## src/rtl/dmem_arbiter.sv

```systemverilog
// Round-robin arbiter giving two requesters one-cycle access to a single-port
// data memory, with address bounds checking and registered read-data return.
module dmem_arbiter #(
  parameter int WIDTH = 32,
  parameter int DEPTH = 100
) (
  input  logic             CLK,
  input  logic             RST,
  input  logic             req0,
  input  logic             we0,
  input  logic [WIDTH-1:0] addr0,
  input  logic [WIDTH-1:0] wdata0,
  output logic [WIDTH-1:0] rdata0,
  output logic             done0,
  output logic             err0,
  input  logic             req1,
  input  logic             we1,
  input  logic [WIDTH-1:0] addr1,
  input  logic [WIDTH-1:0] wdata1,
  output logic [WIDTH-1:0] rdata1,
  output logic             done1,
  output logic             err1,
  output logic [WIDTH-1:0] mem_A,
  output logic [WIDTH-1:0] mem_WD,
  output logic             mem_WE,
  input  logic [WIDTH-1:0] mem_RD,
  output logic             busy
);

  typedef enum logic {
    S_IDLE   = 1'b0,
    S_ACCESS = 1'b1
  } state_t;

  localparam logic [WIDTH-1:0] DEPTH_W = WIDTH'(DEPTH);

  state_t           r_state;
  state_t           w_state_nxt;

  logic             r_last;
  logic             r_sel;
  logic             r_we;
  logic [WIDTH-1:0] r_addr;
  logic [WIDTH-1:0] r_wdata;

  logic [WIDTH-1:0] r_rdata0;
  logic [WIDTH-1:0] r_rdata1;
  logic             r_done0;
  logic             r_done1;
  logic             r_err0;
  logic             r_err1;

  logic             w_eff0;
  logic             w_eff1;
  logic             w_grant;
  logic             w_win_sel;
  logic             w_in_range;
  logic [WIDTH-1:0] w_mem_a;
  logic [WIDTH-1:0] w_mem_wd;
  logic             w_mem_we;

  // A requester whose done pulse is still showing is not eligible, so a held
  // request is never served twice for the same transaction.
  assign w_eff0     = req0 & ~r_done0;
  assign w_eff1     = req1 & ~r_done1;
  assign w_in_range = (r_addr < DEPTH_W);

  // State register
  always_ff @(posedge CLK) begin
    if (RST) begin
      r_state <= S_IDLE;
    end else begin
      r_state <= w_state_nxt;
    end
  end

  // Arbitration, next state and memory pin drive
  always_comb begin
    w_state_nxt = r_state;
    w_grant     = 1'b0;
    w_win_sel   = 1'b0;
    w_mem_a     = {WIDTH{1'b0}};
    w_mem_wd    = {WIDTH{1'b0}};
    w_mem_we    = 1'b0;
    case (r_state)
      S_IDLE: begin
        if (w_eff0 && w_eff1) begin
          w_grant   = 1'b1;
          w_win_sel = ~r_last;
        end else if (w_eff0) begin
          w_grant   = 1'b1;
          w_win_sel = 1'b0;
        end else if (w_eff1) begin
          w_grant   = 1'b1;
          w_win_sel = 1'b1;
        end else begin
          w_grant   = 1'b0;
          w_win_sel = 1'b0;
        end
        if (w_grant) begin
          w_state_nxt = S_ACCESS;
        end else begin
          w_state_nxt = S_IDLE;
        end
      end
      S_ACCESS: begin
        w_mem_a     = r_addr;
        w_mem_wd    = r_wdata;
        w_mem_we    = r_we & w_in_range;
        w_state_nxt = S_IDLE;
      end
      default: begin
        w_state_nxt = S_IDLE;
      end
    endcase
  end

  // Latch the winning request so later input changes cannot disturb the access
  always_ff @(posedge CLK) begin
    if (RST) begin
      r_sel   <= 1'b0;
      r_we    <= 1'b0;
      r_addr  <= {WIDTH{1'b0}};
      r_wdata <= {WIDTH{1'b0}};
    end else if (w_grant) begin
      r_sel   <= w_win_sel;
      r_we    <= w_win_sel ? we1    : we0;
      r_addr  <= w_win_sel ? addr1  : addr0;
      r_wdata <= w_win_sel ? wdata1 : wdata0;
    end else begin
      r_sel   <= r_sel;
      r_we    <= r_we;
      r_addr  <= r_addr;
      r_wdata <= r_wdata;
    end
  end

  // Completion: one-cycle done/err pulses, read data held until next service
  always_ff @(posedge CLK) begin
    if (RST) begin
      r_last   <= 1'b1;
      r_rdata0 <= {WIDTH{1'b0}};
      r_rdata1 <= {WIDTH{1'b0}};
      r_done0  <= 1'b0;
      r_done1  <= 1'b0;
      r_err0   <= 1'b0;
      r_err1   <= 1'b0;
    end else begin
      r_done0 <= 1'b0;
      r_done1 <= 1'b0;
      r_err0  <= 1'b0;
      r_err1  <= 1'b0;
      if (r_state == S_ACCESS) begin
        r_last <= r_sel;
        if (r_sel) begin
          r_rdata1 <= w_in_range ? mem_RD : {WIDTH{1'b0}};
          r_done1  <= 1'b1;
          r_err1   <= ~w_in_range;
        end else begin
          r_rdata0 <= w_in_range ? mem_RD : {WIDTH{1'b0}};
          r_done0  <= 1'b1;
          r_err0   <= ~w_in_range;
        end
      end else begin
        r_last <= r_last;
      end
    end
  end

  assign mem_A  = w_mem_a;
  assign mem_WD = w_mem_wd;
  // Reset aborts an in-flight write immediately, not at the next edge.
  assign mem_WE = w_mem_we & ~RST;
  assign busy   = (r_state == S_ACCESS);

  assign rdata0 = r_rdata0;
  assign rdata1 = r_rdata1;
  assign done0  = r_done0;
  assign done1  = r_done1;
  assign err0   = r_err0;
  assign err1   = r_err1;

endmodule

```

## config.mk

```make
export PLATFORM = sky130hd
export DESIGN_NAME = dmem_arbiter
export DESIGN_NICKNAME = d
export VERILOG_FILES = /design/src/rtl/dmem_arbiter.sv
export SDC_FILE = /design/constraint.sdc
export NUM_CORES = 1
export LEC_CHECK = 0
export CAP_MARGIN = 20
export CORE_AREA = 3 3 115 117
export DETAILED_ROUTE_END_ITERATION = 12
export DIE_AREA = 0 0 118 120
export DONT_BUFFER_PORTS = 1
export SYNTH_ARGS = -nofsm -noshare
export SYNTH_HDL_FRONTEND = slang
export SYNTH_SLANG_ARGS = --single-unit
```

## constraint.sdc

```tcl
create_clock -name CLK -period 1.4 [get_ports CLK]
set_input_delay 0.14 -clock CLK [delete_from_list [all_inputs] [get_ports CLK]]
set_output_delay 0.14 -clock CLK [all_outputs]
set_load 0.05 [all_outputs]
```

==> results.ini <==
[timing]
tns_ps = -68910
setup_viol = 199
timing.final.crit_share = 1.51
worstMarginPinSlew_ps = 500
slew_headroom = 0.667
hold_viol = 0
fin_ws_ps = -712
max_freq_ghz = 0.473
fin_skew_ps = 10.8
period_needed_ps = 2110
whs_ps = 159
grt_setup_unrepaired = true
slew_viol_final = 0

[cells_and_area]
multi_input_area_um2 = 3780
design_area_um2 = 11800
seqCellArea_um2 = 2740
layout.nets = 1058
area_growth_pct = 119
nFillCells = 284
final_util = 0.950
stdcell_count = 1079
drive_gt1_frac = 0.565

[hold_path]
hp-class = primary input to flop
min-delay-start = RST
min_to = r_last$_SDFFE_PP1P_
hold_depth = 4

[die]
dieHeight_um = 120
core_um2 = 12500
rows = 41
die_area_um2 = 14200
die_w_um = 118
initial_utilization = 0.433
ioPinCount = 300

[yosys]
synth_edf_count = 0
synth.most_common_cell = dfxtp_1
async_flop_share = 0
syn_inst = 544
synth_area_per_cell_um2 = 9.92
synth_top_area_share = 0.504
yosys-top-cells-area = dfxtp_1 (50%), o2bb2ai_1 (11%), a22o_1 (9.7%)
synth_warnings = 0
synth_seq_area_share = 0.504
synth_cell_type_count = 34
synth_seq_cells = 136
ys.flop_type = dfxtp_1
netlist.top_cell.by_area = dfxtp_1
syn_nets = 710
synthTopCellsByCount = dfxtp_1 (136), nor2_1 (69), o2bb2ai_1 (65)
syn_area_um2 = 5400

[grt]
grt_max_degree = 49
grt_pass1_wl_mm = 43.4
antenna_found_initial = 2
grt_usage = 0.404
grt_pass1_vias = 7114
overflow = 0

[critical_path]
path_cells = nor4_4 > nand4_4 > nor2_4 > and4_4 > buf_12
ff2ff_setup_slack_ps = -650
reg2reg_depth = 9
slowest_stage = nor4_4
crit_path_end_kind = primary output
critPathTopFamily = simple AND/OR/NAND/NOR gates
worstPathBufferInverterCount = 1
rr_endpoint = rdata1[23]$_SDFFE_PP0P_
worst_ep_arrival_time_ps = 1970
r2r_start = r_addr[27]$_SDFFE_PP0P_
cp.required_ps = 1260
path_max_fanout = 2
max_stage_delay_ps = 400
cp-start-kind = flop
critical_path_class = flop to primary output

[clock_network]
clock_path_buffers = 2
insertion_delay_ps = 430
cts.clk_slew.worst_paths_ps = 70
clock_sink_count = 136
cts_tree = yes
cts-root-buf = clkbuf_16
cts_buffers = 17
cts_max_level = 4

[placement]
dp_hpwl_mm = 11.9
port_buffers = 0
place.gp.congestion = 0.783
place_area_um2 = 6830
post-place-ws_ps = -266
dpl.cell_count = 796

[route]
postRouteAntennaNets = 0
drtIter0Drc = 941
num_vias = 7421
wl_per_cell_um = 35.0
drt-pass1-iter-count = 8
wl_mm = 37.8
via_per_inst = 6.88
drc = 0

[status]
status = finished with violations
violations = setup timing

[power_and_ir_drop]
irDropWorstVdd_mv = 0.885
powerDensity_nw_per_um2 = 1060
leakage_nw = 4.74
power_mw = 12.6

[job]
cap_violations = 0

[logic make-up (layout without fill, tap and decap cells)]
| group | count (synthesis) | after routing | share of synthesized area |
|---|---|---|---|
| AO/OA/AOI/OAI | 206 | 207 | 0.287 |
| buffers and inverters | 53 | 413 | 0.0547 |
| flip-flops | 136 | 136 | 0.504 |
| other | 0 | 2 | 0 |
| AND/OR/NAND/NOR | 149 | 149 | 0.154 |
[area by class of cell]
cell class              instances  share of cell area
clock buffers                  20              0.0394
flip-flops and latches        136               0.232
repair buffers                376               0.380
well taps                     172              0.0182
multi-input cells             356               0.319
inverters                       5             0.00159
diodes                          2            0.000423
clock inverters                12             0.00983
[per-layer routing]
layer	wire, µm	part of all wire	global-route usage
met1	11900	0.31	0.429
met2	17500	0.46	0.693
met3	4390	0.12	0.123
met4	4020	0.11	0.273
met5	0	0	0
[sequential cells by signal, indices dropped and copies added (netlist names), 32 cells and up]
signal   cells
rdata0      32
r_addr      32
rdata1      32
r_wdata     32
[layout by cell type, fill, tap and decap left out, drive strengths merged, types with 2 or more instances in the layout]
cell type,count
buf,197
diode,2
inv,8
dfxtp,136
clkbuf,33
o21bai,2
nand2,2
o21ai,66
o2bb2ai,65
nor4,7
dlygate4sd3,163
a22o,64
a21oi,5
bufbuf,3
clkinvlp,3
nor2,69
clkinv,5
and2,64
nand2b,2
[worst reg2reg max path: stages (launching register included)]
cell	delay [ps]
dfxtp_1	360
nor4_4	310
buf_4	180
nand3_4	100
buf_4	190
nor4_4	230
buf_6	170
buf_4	120
buf_12	130
a22o_1	190
[repair_timing]
item,4_1_cts,5_1_grt
pin swaps,86,74
endpoints found under the setup margin,196,198
resized for setup,203,176
setup buffers,34,25
hold endpoints to repair,130,0
hold buffers,163,0
gates cloned,27,19
[how the worst max path moves through the flow]
stage	cells past startpoint	startpoint	slack, ps	endpoint
2_1_floorplan	6	busy$_SDFF_PP0_	-140	rdata1[10]$_SDFFE_PP0P_
3_3_place_gp	6	r_addr[26]$_SDFFE_PP0P_	-240	rdata1[31]$_SDFFE_PP0P_
3_5_place_dp	6	r_addr[26]$_SDFFE_PP0P_	-270	rdata0[29]$_SDFFE_PP0P_
4_1_cts	5	r_addr[17]$_SDFFE_PP0P_	-480	mem_WE
5_1_grt	5	r_addr[14]$_SDFFE_PP0P_	-720	mem_WE
6_report	5	r_addr[17]$_SDFFE_PP0P_	-710	mem_WE
[report_power, final]
group | total [mW] | internal, mW | switching (mW)
Clock | 4.60 | 2.61 | 1.99
Sequential | 4.34 | 4.08 | 0.255
Combinational | 3.63 | 1.71 | 1.91
(Power assumes the default switching activity.)
